==> src/rtl/reg_file_scoreboard.sv <==
// Register file (x0..x31) with write-through reads and a per-register in-flight
// writer scoreboard that drives a combinational decode stall and a sticky error flag.
module reg_file_scoreboard (
  input  logic        clk,
  input  logic        reset,
  input  logic        RegWriteW,
  input  logic [4:0]  rdW,
  input  logic [31:0] ResultW,
  input  logic [4:0]  rs1D,
  input  logic [4:0]  rs2D,
  input  logic        issueD,
  input  logic        RegWriteD,
  input  logic [4:0]  rdD,
  input  logic        flushE,
  output logic [31:0] RD1D,
  output logic [31:0] RD2D,
  output logic        stallD,
  output logic        sbErr
);

  logic [31:0] regs_q [1:31];
  logic [31:0] regs_d [1:31];
  logic [1:0]  cnt_q  [1:31];
  logic [1:0]  cnt_d  [1:31];
  logic [31:1] cnt_err;
  logic        last_v_q, last_v_d;
  logic [4:0]  last_rd_q, last_rd_d;
  logic        sb_err_q, sb_err_d;

  logic issue_wr, wb_wr, flush_wr;

  assign issue_wr = issueD & RegWriteD & (rdD != 5'd0);
  assign wb_wr    = RegWriteW & (rdW != 5'd0);
  assign flush_wr = flushE & last_v_q;

  // Net change of one counter; returns {error, new_count} with saturation/clamping.
  function automatic logic [2:0] apply_delta(input logic [1:0] cnt, input logic up,
                                             input logic [1:0] down);
    logic [2:0] total;
    logic [2:0] diff;
    total = {1'b0, cnt} + {2'b00, up};
    diff  = total - {1'b0, down};
    if (total < {1'b0, down})
      apply_delta = {1'b1, 2'd0};
    else if (diff > 3'd3)
      apply_delta = {1'b1, 2'd3};
    else
      apply_delta = {1'b0, diff[1:0]};
  endfunction

  function automatic logic [31:0] read_reg(input logic [4:0] a);
    if (a == 5'd0)
      read_reg = '0;
    else if (wb_wr && (rdW == a))
      read_reg = ResultW;
    else
      read_reg = regs_q[a];
  endfunction

  // A single outstanding writer retiring this very cycle is covered by write-through.
  function automatic logic src_stall(input logic [4:0] a);
    if (a == 5'd0)
      src_stall = 1'b0;
    else
      src_stall = (cnt_q[a] != 2'd0) &&
                  !((cnt_q[a] == 2'd1) && wb_wr && (rdW == a));
  endfunction

  always_comb begin
    last_v_d  = issue_wr;
    last_rd_d = rdD;
    cnt_err   = '0;
    for (int i = 1; i < 32; i++) begin
      regs_d[i] = (wb_wr && (rdW == 5'(i))) ? ResultW : regs_q[i];
      {cnt_err[i], cnt_d[i]} = apply_delta(
        cnt_q[i],
        issue_wr && (rdD == 5'(i)),
        {1'b0, wb_wr && (rdW == 5'(i))} + {1'b0, flush_wr && (last_rd_q == 5'(i))});
    end
    sb_err_d = sb_err_q | (|cnt_err);
  end

  always_ff @(posedge clk or negedge reset) begin
    if (!reset) begin
      for (int i = 1; i < 32; i++) begin
        regs_q[i] <= '0;
        cnt_q[i]  <= '0;
      end
      last_v_q  <= 1'b0;
      last_rd_q <= '0;
      sb_err_q  <= 1'b0;
    end else begin
      regs_q    <= regs_d;
      cnt_q     <= cnt_d;
      last_v_q  <= last_v_d;
      last_rd_q <= last_rd_d;
      sb_err_q  <= sb_err_d;
    end
  end

  // Outputs are forced quiet while reset is held so no stale write-through leaks out.
  assign RD1D   = reset ? read_reg(rs1D) : '0;
  assign RD2D   = reset ? read_reg(rs2D) : '0;
  assign stallD = reset & (src_stall(rs1D) | src_stall(rs2D));
  assign sbErr  = sb_err_q;

endmodule
==> config.mk <==
export PLATFORM = sky130hd
export DESIGN_NAME = reg_file_scoreboard
export DESIGN_NICKNAME = d
export VERILOG_FILES = /design/src/rtl/reg_file_scoreboard.sv
export SDC_FILE = /design/constraint.sdc
export NUM_CORES = 2
export LEC_CHECK = 0
export BUFFER_PORTS_ARGS = -buffer_cell sky130_fd_sc_hd__buf_2
export CELL_PAD_IN_SITES_DETAIL_PLACEMENT = 1
export CELL_PAD_IN_SITES_GLOBAL_PLACEMENT = 1
export CORE_MARGIN = 4
export CORE_UTILIZATION = 50
export CTS_BUF_LIST = sky130_fd_sc_hd__clkbuf_2
export CTS_CLUSTER_SIZE = 30
export DETAILED_ROUTE_END_ITERATION = 10
export PLACE_DENSITY = 0.75
export SKIP_CTS_REPAIR_TIMING = 1
export SLEW_MARGIN = 30
export SYNTH_ARGS = -nofsm -noshare
export SYNTH_HDL_FRONTEND = slang
export SYNTH_SLANG_ARGS = --single-unit
==> constraint.sdc <==
create_clock -name clk -period 8.7 [get_ports clk]
set_input_delay 0.87 -clock clk [delete_from_list [all_inputs] [get_ports clk]]
set_output_delay 0.87 -clock clk [all_outputs]
set_load 0.02 [all_outputs]
==> flow_summary.toml <==
[run_status]
status = "finished, final reports clean"

[layout]
nets = 4799
area_growth_pct = 7.88
drive_gt1_frac = 0.460
final_core_util = 0.543

[logic_synthesis]
syn-num-nets = 4676
synth_cell_types = 55
synthTopCellsByArea = "dfrtp_1 43%, mux4_2 20%, mux2_2 18%"
synth-edff-count = 0
ys_seq_elements = 1061
yosys_warnings = 0
synth.top_cell.area_share = 0.432
syn_area_um2 = 61400
syn_avg_cell_area_um2 = 13.9
yosysTopAreaCell = "dfrtp_1"
yosys.cell_count.top_type = "dfrtp_1"
yosys-top-cells-count = "1061 x dfrtp_1, 958 x mux2_2, 539 x mux4_2, 267 x clkbuf_1, 227 x nand2_1"
synthesis.instances = 4432
ys.flop_type = "dfrtp_1"
ys_seq_area_frac = 0.432
async_flop_share = 1.00

[route]
vias = 42000
first_pass_iters = 6
drt_iter0_markers = 3916
ant_nets = 0
drc = 0
vias_per_cell = 6.59
wl_per_cell_um = 31.4
routed_wl_mm = 200

[worst_setup_path]
crit_path_start_kind = "input port"
end_kind = "primary output"
required_ns = 7.83
worst-path-max-fanout = 59
cp_data_arrival_time_ns = 4.86
criticalPathCategory = "in2out"

[sta]
tightestPinTransition_ns = 1.11
holdWs_ns = 0.0785
setup_viol = 0
hold_violations = 0
clock_skew_ns = 0.0348
slew_headroom = 0.258
timing.final.crit_period_ns = 5.73
timing.final.crit_share = 0.658
rsz0062_at_grt = "no"
timing.fmax_mhz = 175
finalSetupTns_ns = 0
slew_viol_final = 0

[die]
initial_utilization = 0.504
die_w_um = 358
placementRows = 128
die_h_um = 358
ios = 124
die_area_um2 = 128000
core-area_um2 = 122000

[power_and_ir_drop]
p_total_uw = 14200
pwr-share-comb = 0.267
power_density_nw_per_um2 = 215
power.internal_uw = 9440
seq_power_share = 0.482
p_leak_uw = 0.0296
p_sw_uw = 4770
switching_share = 0.336
max-vdd-ir-drop_v = 0.000111
p_clk_frac = 0.251

[clocking]
cts_root_buffer = "clkbuf_2"
cts_tree = "done"
cts_buffers = 304
clk_pin_slew_ns = 0.09
ctsLongestPathBuffers = 4
cts.sinks = 1061
clk_latency_ns = 1.60
cts-htree-levels = 5

[grt]
antenna_found_initial = 8
grt_use_total = 0.315
grt_max_degree = 169
grt_pass1_vias = 45300
grt_overflow = 0
grt_pass1_wl_mm = 298

[job]
cap_violations = 0

[placement]
dp_hpwl_mm = 112
numPortBuffers = 123
gp_congestion = 0.864

[hold_path]
hp-class = "in2reg"
## critical path: stages
cell and delay [ns]:
dlygate4sd3_1 0.52, dlygate4sd3_1 0.59, buf_8 0.20, buf_4 0.67, o41ai_4 0.21, buf_4 0.33
a211oi_2 0.31, buf_4 0.36, a22oi_1 0.26, o31ai_1 0.24, buf_2 0.25
## worst paths after layout
check / startpoint / end / slack [ns] / cells after the start
worst max-delay path: reset / RD2D[6] / 2.97 / 11
worst min register to register: regs_q[861]$_DFFE_PN0N_ / regs_q[861]$_DFFE_PN0N_ / 0.51 / 2
worst min-delay path: rdW[3] / cnt_q[24]$_DFF_PN0_ / 0.08 / 5
max in group asynchronous: reset / regs_q[361]$_DFFE_PN0N_ / 5.26 / 7
min in group asynchronous: reset / regs_q[470]$_DFFE_PN0N_ / 0.47 / 4
worst max register to register: last_rd_q[1]$_DFF_PN0_ / sbErr$_DFF_PN0_ / 4.62 / 12
## registers in the layout, indices dropped and copies added, names as in the netlist
name       flops
last_rd_q      5
regs_q       992
last_v_q       1
cnt_q         62
sbErr          1
## layer usage
metal | vias to the layer above | wire length [µm] | global-route usage
met5 | - | 11 | 0
li1 | 17000 | - | -
met3 | 453 | 15900 | 0.0705
met4 | 2 | 7190 | 0.127
met2 | 1858 | 95500 | 0.502
met1 | 22700 | 81500 | 0.421
## layout make-up
class	count	area, µm²
timing repair buffer	245	1920
antenna	4	10.0
inverter	165	619
fill	12000	55600
clock buffer	423	2120
multi-input combinational	2778	32600
tap	1625	2030
clock inverter	73	344
sequential	1061	26600
## power groups by stage
stage	sequential, µW	combinational, µW	clock (µW)
3_3_place_gp	6810	3600	0
5_1_grt	6970	4110	3940
3_5_place_dp	6910	3760	0
4_1_cts	6810	3780	3670
6_report	6850	3790	3570
2_1_floorplan	6570	2860	0
## logic make-up after synthesis
logic type               share of synthesized area
multiplexers                                 0.396
flip-flops                                   0.432
buffers and inverters                       0.0406
AND/OR/NAND/NOR                             0.0412
AO/OA/AOI/OAI                               0.0382
adder cells (fa/ha/maj)                     0.0455
XOR/XNOR                                   0.00585
## metrics by stage
step / area (µm²) / instances / setup slack (ns)
2_1_floorplan: 61400 / 4432 / 4.74
3_3_place_gp: 63200 / 5826 / 3.42
3_5_place_dp: 63200 / 5827 / 3.33
4_1_cts: 65700 / 6323 / 3.34
5_1_grt: 66200 / 6373 / 2.82
6_report: 66200 / 6374 / 2.97
## placed cells by master, fill, tap and decap left out, types with 81 or more instances in the layout
cell type     n
dfrtp_1    1061
mux4_2      539
inv_1       164
nor2_1      182
ha_1        124
mux2i_1     117
clkbuf_2    423
mux2_2      958
buf_2       112
o21ai_0      81
nand2_1     220
No activity file was read; power rests on OpenSTA's default activity.
